**src/rtl/vending_controller.sv**
```systemverilog
// Coin-operated vending controller: edge-detects coin sensors, accumulates
// credit, vends at PRICE and pays change or refunds one nickel per cycle.
module vending_controller #(
  parameter int unsigned PRICE       = 60,
  parameter int unsigned NICKEL_VAL  = 5,
  parameter int unsigned DIME_VAL    = 10,
  parameter int unsigned QUARTER_VAL = 25,
  parameter int unsigned CREDIT_W    = 8
) (
  input  logic                clk,
  input  logic                reset,
  input  logic                nickel,
  input  logic                dime,
  input  logic                quarter,
  input  logic                cancel,
  output logic                dispenseNoBalance,
  output logic                dispenseBalance,
  output logic                changeNickel,
  output logic                coinReject,
  output logic                busy,
  output logic [CREDIT_W-1:0] count
);

  localparam int unsigned CW1 = CREDIT_W + 1;

  localparam logic [CREDIT_W:0]   PRICE_X   = CW1'(PRICE);
  localparam logic [CREDIT_W:0]   NICKEL_X  = CW1'(NICKEL_VAL);
  localparam logic [CREDIT_W:0]   DIME_X    = CW1'(DIME_VAL);
  localparam logic [CREDIT_W:0]   QUARTER_X = CW1'(QUARTER_VAL);
  localparam logic [CREDIT_W-1:0] PRICE_C   = CREDIT_W'(PRICE);
  localparam logic [CREDIT_W-1:0] UNIT_C    = CREDIT_W'(5);

  typedef enum logic [1:0] {
    COLLECT,
    DISPENSE,
    CHANGE
  } state_t;

  state_t          state;
  logic [2:0]      prev;      // {nickel, dime, quarter} from the previous clock
  logic [2:0]      rise;
  logic            any_coin;
  logic            one_coin;
  logic [CREDIT_W:0] coin_val;
  logic [CREDIT_W:0] sum;

  always_comb begin
    rise     = {nickel, dime, quarter} & ~prev;
    any_coin = |rise;
    one_coin = $onehot(rise);
    case (rise)
      3'b100:  coin_val = NICKEL_X;
      3'b010:  coin_val = DIME_X;
      3'b001:  coin_val = QUARTER_X;
      default: coin_val = '0;
    endcase
    // One extra bit so the PRICE comparison can never see a wrapped credit.
    sum = {1'b0, count} + coin_val;
  end

  always_ff @(posedge clk or posedge reset) begin
    if (reset) begin
      state             <= COLLECT;
      count             <= '0;
      prev              <= '1;
      dispenseNoBalance <= 1'b0;
      dispenseBalance   <= 1'b0;
      changeNickel      <= 1'b0;
      coinReject        <= 1'b0;
      busy              <= 1'b0;
    end else begin
      prev              <= {nickel, dime, quarter};
      dispenseNoBalance <= 1'b0;
      dispenseBalance   <= 1'b0;
      changeNickel      <= 1'b0;
      coinReject        <= 1'b0;

      case (state)
        COLLECT: begin
          busy <= 1'b0;
          if (one_coin) begin
            count <= sum[CREDIT_W-1:0];
            if (sum >= PRICE_X) begin
              state <= DISPENSE;
              busy  <= 1'b1;
            end
          end else if (any_coin) begin
            coinReject <= 1'b1;
          end else if (cancel && (count != '0)) begin
            state <= CHANGE;
            busy  <= 1'b1;
          end
        end

        DISPENSE: begin
          coinReject <= any_coin;
          count      <= count - PRICE_C;
          if (count == PRICE_C) begin
            dispenseNoBalance <= 1'b1;
            state             <= COLLECT;
            busy              <= 1'b0;
          end else begin
            dispenseBalance <= 1'b1;
            state           <= CHANGE;
            busy            <= 1'b1;
          end
        end

        CHANGE: begin
          coinReject   <= any_coin;
          changeNickel <= 1'b1;
          count        <= count - UNIT_C;
          if (count <= UNIT_C) begin
            state <= COLLECT;
            busy  <= 1'b0;
          end else begin
            busy <= 1'b1;
          end
        end

        default: begin
          state <= COLLECT;
          busy  <= 1'b0;
        end
      endcase
    end
  end

endmodule

```
**config.mk**
```make
export PLATFORM = sky130hd
export DESIGN_NAME = vending_controller
export DESIGN_NICKNAME = d
export VERILOG_FILES = /design/src/rtl/vending_controller.sv
export SDC_FILE = /design/constraint.sdc
export NUM_CORES = 1
export LEC_CHECK = 0
export CAP_MARGIN = 40
export CORE_MARGIN = 1
export CORE_UTILIZATION = 35
export CTS_CLUSTER_SIZE = 16
export DETAILED_ROUTE_END_ITERATION = 10
export GPL_ROUTABILITY_DRIVEN = 0
export SLEW_MARGIN = 20
export SYNTH_ARGS = -nofsm -noshare
export SYNTH_HDL_FRONTEND = slang
export SYNTH_SLANG_ARGS = --single-unit
export TNS_END_PERCENT = 30
```
**constraint.sdc**
```tcl
create_clock -name clk -period 4.85 [get_ports clk]
set_clock_uncertainty 0.1 [all_clocks]
set_input_delay 0.7275 -clock clk [delete_from_list [all_inputs] [get_ports clk]]
set_output_delay 0.7275 -clock clk [all_outputs]
set_load 0.01 [all_outputs]
```
==> flow_summary_export.csv <==
group,metric,value,unit
run_status,status,"finished, final reports clean",
final_layout,area_growth,17.9,%
power_and_ir_drop,leakage,0.861,nW
global_route,grt_max_degree,19,
final_layout,ff_latch_area,454,um2
setup_path,cpMaxStageDelayCell,"clkdlybuf4s50_1",
die,io_pins,19,
final_layout,antennaDiodeCount,0,
setup_path,critPathArrivalTime,3840,ps
route,wl,4.19,mm
route,firstDrtPassIters,4,
global_route,grt_pass1_wl,7.01,mm
clock_network,ctsResizeCount,0,
clock_network,clk_latency,270,ps
yosys,synth_common_cells,"18 x inv_1, 16 x ha_1, 15 x dfrtp_1, 12 x o21ai_0",
sta,period_minus_slack,3810,ps
clock_network,clk_pin_slew,70,ps
sta,tightestPinTransition,522,ps
setup_path,cp_max_fo,6,
yosys,synth-seq-cells,18,
global_route,grt.total_usage,0.181,
yosys,synthArstFlopShare,1.00,
global_route,overflow,0,
yosys,synth-edff-count,0,
clock_network,clockBufferDepth,2,
yosys,yosysTopAreaCell,"dfrtp_1",
setup_path,max_stage_delay,510,ps
yosys,synth_cells,188,
final_layout,multiInputGateArea,1090,um2
job,cap_viol_max_count,0,
clock_network,cts_sinks,18,
global_route,first_global_vias,1390,
sta,rsz0062_at_grt,"no",
yosys,yosysMostFrequentCell,"inv_1",
min_path,hold_path_class,"flop to flop",
placement,dpl.hpwl,3.09,mm
clock_network,cts_buffers,3,
setup_path,cp-end-kind,"flop",
sta,fin_tns_setup,0,ps
setup_path,setup.worst_path.class,"input pin to flop",
clock_network,cts-htree-levels,1,
route,vias,1487,
yosys,yosysSeqAreaShare,0.279,
yosys,avgSynthCellArea,8.67,um2
sta,whs,498,ps
die,die_w,70.3,um
yosys,synth_area_leaders,"dfrtp_1 23%, ha_1 12%, dfstp_2 4.8%",
global_route,antenna_found_initial,0,
sta,slew_violations,0,
yosys,syn-num-nets,211,
sta,fmax,0.263,GHz
yosys,synth_cell_type_count,52,
route,drc_errors,0,
sta,period_share,0.785,
power_and_ir_drop,irDropWorstVdd,329,uV
die,initial_core_util,0.369,
die,coreArea,4410,um2
clock_network,cts_tree,"built",
clock_network,cts_root_buffer,"clkbuf_8",
die,die_y,70.3,um
setup_path,crit_family,"compound AO/OA/AOI/OAI gates",
setup_path,crit_chain,"clkdlybuf4s50_1 > nor2b_1 > nor3_1 > nand2b_1 > ha_1 > fa_1 > a211o_1 > a21oi_1 > o21ai_0 > a2111oi_0 > a221oi_1",
route,first_iter_violations,84,
sta,slew_headroom,0.648,
setup_path,worst-path-buf-inv,1,
setup_path,worstPathRequired,4880,ps
route,wl_per_cell,16.3,um
sta,setup_violations,0,
die,die_area,4940,um2
final_layout,drive_above_1_share,0.0777,
final_layout,final_nets,230,
clock_network,post_cts_buffers,0,
setup_path,critPathLaunchType,"input pin",
yosys,dominantRegCellSynth,"dfrtp_1",
yosys,syn_area,1630,um2
clock_network,cts_hold_buf,0,
route,antenna_left,0,
die,fp-row-count,24,
sta,hold_viol,0,
placement,io_buffers,18,
yosys,yosysWarnings,0,
final_layout,nFillCells,435,
route,vias_per_cell,5.76,
power_and_ir_drop,power_density,677,nW/um2
yosys,synth.top_cell.area_share,0.230,
cell families (layout without fill, tap and decap cells):
kind of cell | count (synthesis) | in the layout | synth area share
AND/OR/NAND/NOR | 57 | 57 | 0.183
multiplexers | 4 | 4 | 0.0246
adder cells (fa/ha/maj) | 17 | 17 | 0.135
AO/OA/AOI/OAI | 60 | 60 | 0.276
XOR/XNOR | 9 | 9 | 0.0484
buffers and inverters | 23 | 41 | 0.0537
flip-flops | 18 | 18 | 0.279
state kept, by name (all words and copies together) (netlist names):
| register | flops |
|---|---|
| count | 8 |
| prev | 3 |
| state | 2 |
| busy | 1 |
| changeNickel | 1 |
| coinReject | 1 |
| dispenseBalance | 1 |
| dispenseNoBalance | 1 |
path summary, 6_finish.rpt:
path,start,endpoint,slack (ps),depth (start not counted)
min in group asynchronous,reset,count[7]$_DFFE_PP0P_,630,2
max in group asynchronous,reset,prev[2]$_DFF_PP1_,3500,3
max reg2reg,prev[1]$_DFF_PP1_,state[1]$_DFFE_PP0P_,1690,10
min reg2reg,state[0]$_DFFE_PP0P_,state[0]$_DFFE_PP0P_,500,2
min,state[0]$_DFFE_PP0P_,state[0]$_DFFE_PP0P_,500,2
max,dime,state[1]$_DFFE_PP0P_,1040,11
placed cells by master, fill, tap and decap left out, types with 4 or more instances in the layout:
cell / synthesis / layout
nand3_1: 5 / 5
mux2i_1: 4 / 4
a21oi_1: 9 / 9
dfrtp_1: 15 / 15
nor2_1: 11 / 11
clkdlybuf4s50_1: 0 / 18
nand2_1: 11 / 11
clkbuf_8: 0 / 4
nand2b_1: 7 / 7
o21ai_0: 12 / 12
xnor2_1: 6 / 6
inv_1: 18 / 18
and3_1: 4 / 4
nor3_1: 9 / 9
ha_1: 16 / 16
worst register-to-register path, stage by stage, from the launching register on:
cell       delay, ps
dfstp_2          380
nor2b_1          330
nor3_1           140
nand2b_1         170
ha_1             210
fa_1             420
a211o_1          320
a21oi_1          190
o21ai_0          230
a2111oi_0        460
a221oi_1          90
report_power, final:
group | total (mW) | internal (mW) | switching, mW
clock network | 0.133 | 0.0724 | 0.0602
logic | 0.853 | 0.398 | 0.455
registers | 0.315 | 0.211 | 0.104
per-stage QoR:
stage	cells	power (mW)	setup slack, ps	area [um2]	utilization
6_report	258	1.30	1040	1920	0.435
3_5_place_dp	253	1.16	817	1860	0.420
4_1_cts	257	1.30	1080	1910	0.433
3_3_place_gp	253	1.16	877	1860	0.420
5_1_grt	258	1.42	783	1920	0.435
2_1_floorplan	188	0.900	1610	1630	-
area by class of cell:
class,instances,area share
multi-input cells,147,0.566
clock buffers,4,0.0286
inverters,18,0.0352
repair buffers,19,0.0996
flip-flops and latches,18,0.236
well taps,52,0.0339
per-layer routing:
layer,track usage,vias to the layer above,part of all wire
met5,0,-,0
met4,0.0422,0,0.0076
met3,0.0332,4,0.049
met2,0.276,38,0.44
met1,0.262,713,0.50
li1,-,732,-
No activity file was read; power rests on OpenSTA's default activity.
